`src/rtl/regfile_dump_reader.sv`:
```
// Debug read-out engine: sweeps a register range through one register-file read
// port and streams {address, data} beats over valid/ready while holding Busy.
module regfile_dump_reader #(
    parameter int ADDR_W = 5,
    parameter int DATA_W = 32
) (
    input  logic              clk_i,
    input  logic              rst_n_i,
    input  logic              Start_i,
    input  logic [ADDR_W-1:0] FirstReg_i,
    input  logic [ADDR_W-1:0] LastReg_i,
    input  logic              Abort_i,
    output logic [ADDR_W-1:0] RfReadAddr_o,
    input  logic [DATA_W-1:0] RfReadData_i,
    output logic              OutValid_o,
    input  logic              OutReady_i,
    output logic [ADDR_W-1:0] OutAddr_o,
    output logic [DATA_W-1:0] OutData_o,
    output logic              Busy_o,
    output logic              Done_o,
    output logic              RangeErr_o
);

    typedef enum logic [1:0] {IDLE, READ, SEND, DONE} state_e;

    state_e              state_q;
    logic [ADDR_W-1:0]   cur_q, last_q, rd_addr_q, out_addr_q;
    logic [DATA_W-1:0]   out_data_q;
    logic                out_valid_q, busy_q, done_q, range_err_q;

    always_ff @(posedge clk_i or negedge rst_n_i) begin
        if (!rst_n_i) begin
            state_q     <= IDLE;
            cur_q       <= '0;
            last_q      <= '0;
            rd_addr_q   <= '0;
            out_addr_q  <= '0;
            out_data_q  <= '0;
            out_valid_q <= 1'b0;
            busy_q      <= 1'b0;
            done_q      <= 1'b0;
            range_err_q <= 1'b0;
        end else begin
            done_q      <= 1'b0;
            range_err_q <= 1'b0;
            case (state_q)
                IDLE: begin
                    if (Start_i) begin
                        if (FirstReg_i <= LastReg_i) begin
                            cur_q     <= FirstReg_i;
                            last_q    <= LastReg_i;
                            rd_addr_q <= FirstReg_i;
                            busy_q    <= 1'b1;
                            state_q   <= READ;
                        end else begin
                            range_err_q <= 1'b1;
                        end
                    end
                end
                READ: begin
                    if (Abort_i) begin
                        rd_addr_q <= '0;
                        busy_q    <= 1'b0;
                        state_q   <= IDLE;
                    end else begin
                        out_data_q  <= RfReadData_i;
                        out_addr_q  <= cur_q;
                        out_valid_q <= 1'b1;
                        state_q     <= SEND;
                    end
                end
                SEND: begin
                    // Abort beats a same-cycle handshake: the beat is dropped.
                    if (Abort_i) begin
                        out_valid_q <= 1'b0;
                        rd_addr_q   <= '0;
                        busy_q      <= 1'b0;
                        state_q     <= IDLE;
                    end else if (OutReady_i) begin
                        out_valid_q <= 1'b0;
                        if (cur_q == last_q) begin
                            rd_addr_q <= '0;
                            busy_q    <= 1'b0;
                            done_q    <= 1'b1;
                            state_q   <= DONE;
                        end else begin
                            cur_q     <= cur_q + ADDR_W'(1);
                            rd_addr_q <= cur_q + ADDR_W'(1);
                            state_q   <= READ;
                        end
                    end
                end
                default: state_q <= IDLE;
            endcase
        end
    end

    assign RfReadAddr_o = rd_addr_q;
    assign OutValid_o   = out_valid_q;
    assign OutAddr_o    = out_addr_q;
    assign OutData_o    = out_data_q;
    assign Busy_o       = busy_q;
    assign Done_o       = done_q;
    assign RangeErr_o   = range_err_q;

endmodule

```
`config.mk`:
```
export PLATFORM = sky130hd
export DESIGN_NAME = regfile_dump_reader
export DESIGN_NICKNAME = d
export VERILOG_FILES = /design/src/rtl/regfile_dump_reader.sv
export SDC_FILE = /design/constraint.sdc
export NUM_CORES = 1
export LEC_CHECK = 0
export ABC_CLOCK_PERIOD_IN_PS = 1600
export BUFFER_PORTS_ARGS = -buffer_cell sky130_fd_sc_hd__buf_2
export CORE_AREA = 4 4 79 136
export DETAILED_ROUTE_END_ITERATION = 6
export DIE_AREA = 0 0 83 140
export PLACE_DENSITY = 0.52
export SLEW_MARGIN = 10
export SYNTH_ARGS = -nofsm -noshare
export SYNTH_HDL_FRONTEND = slang
export SYNTH_SLANG_ARGS = --single-unit
```
`constraint.sdc`:
```
create_clock -name clk_i -period 1.6 [get_ports clk_i]
set_input_delay 0 -clock clk_i [delete_from_list [all_inputs] [get_ports clk_i]]
set_output_delay 0 -clock clk_i [all_outputs]
set_load 0.02 [all_outputs]
```
-- Word-level counts from Yosys, hierarchy flattened
Cells that the tools add are included.
W data, S select, Z words.
- word-level logic and storage cells: 72
- bits in registers: 58
- input port bits: 47
- output and inout port bits: 46
- muxes and demuxes: 36
- bitwise logic cells: 1
- equal/unequal tests: 12
- reduce and logical (&&, ||, !) cells: 11
- order comparisons: 1
- add/sub/neg operators: 1
- operators with widths (operator ; count):
    $mux W5 ; 9
    $mux W1 ; 16
    $pmux W5 S3 ; 1
    $ne A2 B2 Y1 const B ; 7
    $mux W2 ; 6
    $reduce_and A6 Y1 ; 2
    $pmux W5 S2 ; 1
    $reduce_and A3 Y1 ; 3
    $ne A3 B3 Y1 const B ; 2
    $pmux W2 S3 ; 1
    $add A5 B1 Y5 const B ; 1
    $eq A5 B5 Y1 ; 1
    $le A5 B5 Y1 ; 1
    $reduce_and A5 Y1 ; 1
    $reduce_bool A2 Y1 ; 2
    $pmux W1 S3 ; 1
    $reduce_bool A3 Y1 ; 1
    $eq A2 B1 Y1 const B ; 1
    $eq A2 B2 Y1 const B ; 1
    $logic_not A2 Y1 ; 1
    $pmux W1 S2 ; 1
    $reduce_and A2 Y1 ; 1
    $not A1 Y1 ; 1

-- Logic depth before layout (Yosys ltp)
Gate-level depths: netlist of run 1.
- depth after elaboration: 5
- depth in mapped cells: 8
- depth with buffers taken out: 8

-- Worst setup path after synthesis of run 1
No wires, ideal clock.
- kind: flip-flop to flip-flop
- start: register state_q[0]
- end: register cur_q[3]
- path buffers: 0
- arrival: 1539 ps
- stages on the path, launching flop included: 8
- period minus slack after synthesis: 1616 ps
- setup slack: -16 ps
- cell sequence: dfrtp_1 inv_1 ha_1 nand2b_1 a211oi_2 o21a_2 a21oi_1 a21oi_1
- cells in the longest elaborated chain, start to end: 3
- elaborated cells on any way between the ends: 10
- those cells by class: eq/ne (6); mux (1); reduce/logical (3)
- RTL lines (what ; RTL line ; source):
    start: declaration ; 26 ; state_e state_q;
    start signal: assignment ; 33 ; state_q <= IDLE;
    start signal: assignment ; 54 ; state_q <= READ;
    start signal: assignment ; 64 ; state_q <= IDLE;
    $eq A2 B2 Y1 or $logic_not A2 Y1 (tied branches) ; 46 ; case (state_q)
    $ne A2 B2 Y1 (no line) or $reduce_bool A2 Y1 (tied branches) ; -- ;
    $reduce_and A6 Y1 (no line) ; -- ;
    end signal: assignment ; 50 ; cur_q <= FirstReg_i;
    end signal: assignment ; 87 ; cur_q <= cur_q + ADDR_W'(1);
    end: declaration ; 27 ; logic [ADDR_W-1:0] cur_q, last_q, rd_addr_q, out_addr_q;
Several ways; a longest one is shown, not always the timed one.
A chain may end at the register's enable or synchronous reset.

-- Worst setup path after layout of run 1
- start: register cur_q[3]
- end: register busy_q (netlist: Busy_o)
- cells in the longest elaborated chain, start to end: 3
- RTL lines (what ; RTL line ; source):
    $eq A5 B5 Y1 ; 81 ; if (cur_q == last_q) begin
    $ne A3 B3 Y1 (no line) ; -- ;
    $reduce_and A6 Y1 (no line) ; -- ;
    end signal: assignment ; 63 ; busy_q <= 1'b0;
    end signal: assignment ; 77 ; busy_q <= 1'b0;
    end signal: assignment ; 83 ; busy_q <= 1'b0;
    end: declaration ; 29 ; logic out_valid_q, busy_q, done_q, range_err_q;
No other way between the ends.

==> results.ini, run 1 <==
[run_status]
outcome=finished, violations left
failed_checks=negative setup slack

[job]
cap_violations=0

[logic_synthesis]
syn_avg_cell_area_sq_um=12.2
ys_warn_count=0
synth-edff-count=0
ys.flop_type=dfrtp_1
synth-seq-cells=58
synthCells=230
synthArstFlopShare=1.00
synth.yosys.seq_area_share=0.516
netlist_area_sq_mm=0.00281
synth.distinct_cells=39
syn_nets=287

[timing]
slew_headroom=0.748
rsz0062_at_grt=yes
fin_crit_sh=1.02
finalSetupTns_ns=-0.0246
worstMarginPinSlew_ns=0.373
maxSlewViolCount=0
fmax_mhz=616
skew_ns=0.00417
fin_ws_ns=-0.0246
fin_crit_ns=1.62
finalSetupViolCount=1
hold_viol=0

[placement]
io_buffers=92
hpwl_mm=5.51
gp_congestion=0.793

[drt]
drc=0
wirelength_mm=7.89
route.vias.total=2398
dr.pass1.iters=4
avgViaCountPerCell=4.54
ant_nets=0
post_drt_wl_per_cell_um=14.9
drt_iter0_markers=112

[cells_and_area]
fillers=912
drive_gt1_frac=0.511
syn_to_final_growth_pct=61.3
postLayoutCoreUtil=0.466
n_antenna_cell=0
nets=455

[pwr]
cellPowerDensity_mw_per_mm2=2110
irDropWorstVdd_mv=1.04
total_power_uw=9540
p_leak_uw=0.00213

[floorplan]
die_h_um=140
dieArea_sq_mm=0.0116
num_rows=48
die_w_um=83
ios=93
initial_core_util=0.289
coreArea_sq_mm=0.00973

[global_routing]
grt_pass1_wl_mm=12.1
groute.usage.overall=0.132
antenna_found_initial=0
grt_pass1_vias=2562
grt_max_degree=59
grt_overflow_total=0

[setup_path]
arrival_ns=1.87
worstSetupEndpointType=register
path_max_fanout=6
cp-start-kind=register
critPathKind=reg2reg
required_ns=1.85

[hold_path]
min_path_type=in2reg

[cts]
clock_latency_ns=0.33
cts_tree=yes
cts.sinks=58
cts-htree-levels=3
clkTransAtPathRegs_ns=0.05
clockRootBuffer=clkbuf_16
cts_made_buffers=9
clk_path_buf_depth=2

==> cells in the mapped netlist, types with 4 or more instances <==
master | number | area share
o21ai_0 | 5 | 0.0089
ha_1 | 10 | 0.045
nand3_1 | 6 | 0.011
nor2_1 | 9 | 0.012
a31oi_1 | 5 | 0.011
o21ai_1 | 6 | 0.011
nand2_1 | 20 | 0.027
a21oi_1 | 8 | 0.014
xor2_1 | 6 | 0.019
inv_1 | 11 | 0.015
buf_2 | 5 | 0.0089
nand2b_1 | 4 | 0.0089
mux2_4 | 5 | 0.027
mux2_2 | 37 | 0.15
nor2b_1 | 6 | 0.013
dfrtp_1 | 58 | 0.52
==> routing by layer <==
metal / vias to the layer above / track usage / part of all wire
li1: 1151 / - / -
met4: 0 / 0.0698 / 0.025
met2: 67 / 0.252 / 0.57
met1: 1163 / 0.124 / 0.35
met5: - / 0 / 0
met3: 17 / 0.0359 / 0.048
==> critical path, stage by stage (launching register included) <==
cell	delay, ns
dfrtp_1	0.38
xor2_1	0.17
nor3_2	0.25
and2_4	0.20
nor2_4	0.06
nor4_4	0.26
mux2i_1	0.22
==> sequential cells by signal, summed over array words and instances, names as in the netlist <==
signal / count
RfReadAddr_o: 5
OutAddr_o: 5
cur_q: 5
Busy_o: 1
OutData_o: 32
RangeErr_o: 1
state_q: 2
OutValid_o: 1
last_q: 5
Done_o: 1
==> cell usage in the layout, fill, tap and decap left out, types with 10 or more instances in the layout <==
cell type,Yosys,layout
buf_2,5,92
buf_4,0,28
clkbuf_16,0,11
dfrtp_1,58,58
dlygate4sd3_1,0,38
inv_1,11,10
mux2_2,37,31
mux2_4,5,11
nand2_1,20,20
==> power breakdown <==
group	internal [uW]	leakage [uW]	switching, uW	total [uW]
sequential	2190	0.000688	382	2580
combinational	2240	0.00127	2460	4700
clock	1610	0.000169	664	2270
==> per-stage QoR <==
| stage | instance area [sq um] | setup WS [ns] | hold WS, ns | cells |
|---|---|---|---|---|
| floorplan | 2810 | 0.0341 | -0.296 | 230 |
| global placement | 3660 | -0.0825 | 0.0363 | 469 |
| detailed placement | 3660 | -0.102 | 0.0335 | 469 |
| CTS | 4410 | -0.0334 | 0.00955 | 523 |
| global route | 4530 | -0.122 | 0.0184 | 528 |
| finish | 4530 | -0.0246 | 0.0171 | 528 |
==> logic make-up after synthesis <==
kind of cell,Yosys count,synth area share
AND/OR/NAND/NOR,52,0.0980
adder cells (fa/ha/maj),10,0.0445
buffers and inverters,19,0.0303
multiplexers,44,0.182
AO/OA/AOI/OAI,39,0.104
flip-flops,58,0.516
XOR/XNOR,8,0.0249
==> layout make-up <==
cell class,instances,area (sq um),area share
clock buffer,12,256,0.0566
clock inverter,4,97.6,0.0215
inverter,11,41.3,0.00911
multi-input combinational,153,1350,0.297
sequential,58,1450,0.320
tap,125,156,0.0345
timing repair buffer,165,1180,0.261
==> repair_timing <==
item / CTS / global route
hold endpoints to repair: 95 / 0
hold buffers: 38 / 0
setup buffers: 0 / 2
resized for setup: 5 / 11
pin swaps: 0 / 2
endpoints found under the setup margin: 14 / 32
cloned: 0 / 3
==> final timing paths <==
check | from | endpoint | slack [ns] | depth (start not counted)
worst min-delay path | OutReady_i | Done_o | 0.02 | 2
max in group asynchronous | rst_n_i | OutData_o[19] | 1.13 | 3
worst max-delay path | cur_q[3] | Busy_o | -0.02 | 6
worst max register to register | cur_q[3] | Busy_o | -0.02 | 6
min in group asynchronous | rst_n_i | Busy_o | 0.21 | 3
worst min register to register | RfReadAddr_o[2] | RfReadAddr_o[2] | 0.48 | 2
Note: power is estimated with default switching activity, not from simulation.
==> run 2, diff against run 1 <==
--- a/config.mk
+++ b/config.mk
@@ -11,6 +11,7 @@
 export DETAILED_ROUTE_END_ITERATION = 6
 export DIE_AREA = 0 0 83 140
 export PLACE_DENSITY = 0.52
+export SKIP_CTS_REPAIR_TIMING = 1
 export SLEW_MARGIN = 10
 export SYNTH_ARGS = -nofsm -noshare
 export SYNTH_HDL_FRONTEND = slang
==> results.ini, run 2 (synthesized netlist as in run 1, its figures left out) <==
[timing]
fin_ws_ns=-0.0157
fmax_mhz=619
fin_crit_ns=1.62
hold_slack_ns=0.0260
rsz0062_at_grt=yes
finalSetupViolCount=1
fin_crit_sh=1.01
worstMarginPinSlew_ns=0.385
skew_ns=0.00370
maxSlewViolCount=0
hold_viol=0
slew_headroom=0.740

[floorplan]
ios=93
die_w_um=83
initial_core_util=0.289
num_rows=48
coreArea_sq_mm=0.00973
dieArea_sq_mm=0.0116
die_h_um=140

[pwr]
cellPowerDensity_mw_per_mm2=2110
total_power_uw=9600
p_leak_uw=0.00213
irDropWorstVdd_mv=1.14

[drt]
route.vias.total=2377
ant_nets=0
post_drt_wl_per_cell_um=14.9
avgViaCountPerCell=4.52
dr.pass1.iters=4
drc=0
wirelength_mm=7.84
drt_iter0_markers=91

[hold_path]
holdPathEnd=last_q[1]
min_path_type=in2reg
hold_path_depth=3
hp-start=LastReg_i[1]

[cts]
cts_tree=yes
cts_made_buffers=9
clk_path_buf_depth=2
cts-htree-levels=3
clock_latency_ns=0.33
clkTransAtPathRegs_ns=0.05
cts.sinks=58
clockRootBuffer=clkbuf_16

[setup_path]
arrival_ns=1.86
critPathKind=reg2reg
r2r_end=Busy_o
worstSetupEndpointType=register
reg2regPathDepth=7
cp-start-kind=register
ff2ff_setup_slack_ns=-0.02
r2r-start=state_q[0]
required_ns=1.85
path_max_fanout=6

[placement]
gp_congestion=0.793
dp_worst_setup_slack_ns=-0.102
hpwl_mm=5.51
io_buffers=92
dp_cells=469

[global_routing]
grt_max_degree=59
groute.usage.overall=0.125
grt_pass1_vias=2371
antenna_found_initial=0
grt_overflow_total=0
grt_pass1_wl_mm=11.4

[job]
cap_violations=0

[cells_and_area]
n_antenna_cell=0
largest_register_ffs=32
fillers=906
postLayoutCoreUtil=0.467
syn_to_final_growth_pct=61.8
layout_commonest_cell=buf_2
drive_gt1_frac=0.519
nets=453
stdcell_count=526
layout_common_cells=buf_2, dfrtp_1, dlygate4sd3_1

[run_status]
failed_checks=negative setup slack
outcome=finished, violations left

## run 2: changes by cell type in the layout (fill, tap and decap cells not counted), moves of 2 or more
cell | previous run | this run
a21oi_1 | 8 | 4
a21oi_2 | 1 | 5
mux2_2 | 31 | 26
mux2_4 | 11 | 16
buf_6 | 2 | 0
## run 2: worst max path at each step
| stage | end | depth (start not counted) | start |
|---|---|---|---|
| floorplan | Busy_o | 7 | cur_q[2] |
| CTS | Busy_o | 7 | state_q[0] |
| global route | Busy_o | 7 | state_q[0] |
| finish | Busy_o | 7 | state_q[0] |
| detailed placement | Busy_o | 9 | LastReg_i[4] |
| global placement | Busy_o | 9 | LastReg_i[4] |
## run 2: report_power, final
part	internal (uW)	switching, uW
logic	2260	2490
registers	2190	376
clock network	1610	667
total	6060	3530
## run 2: area by class of cell
cell class | instances | area, sq um | area share
inverter | 11 | 41.3 | 0.00908
clock buffer | 12 | 256 | 0.0564
multi-input combinational | 153 | 1380 | 0.304
clock inverter | 4 | 97.6 | 0.0215
timing repair buffer | 163 | 1160 | 0.255
sequential | 58 | 1450 | 0.319
tap | 125 | 156 | 0.0344
## run 2: routing by layer
| metal | vias up | share of wire | track usage | wire length [um] |
|---|---|---|---|---|
| met3 | 17 | 0.050 | 0.0341 | 389 |
| met2 | 72 | 0.57 | 0.241 | 4480 |
| met4 | 0 | 0.032 | 0.0663 | 251 |
| met1 | 1151 | 0.35 | 0.116 | 2720 |
| met5 | - | 0 | 0 | 0 |
| li1 | 1137 | - | - | - |
## run 2: critical path, cell delays in order (launching register included)
cell and delay, ns:
dfrtp_1 0.37, inv_1 0.09, ha_2 0.19, buf_4 0.14, or2_2 0.13, nor2_1 0.06, nor4_4 0.33, mux2i_1 0.22
## run 2: through the flow
stage	cell area, sq um	setup TNS (ns)
after floorplan	2810	0
after global placement	3660	-0.511
after detailed placement	3660	-0.903
after CTS	4010	-0.670
after global routing	4550	-1.65
final	4550	-0.0157
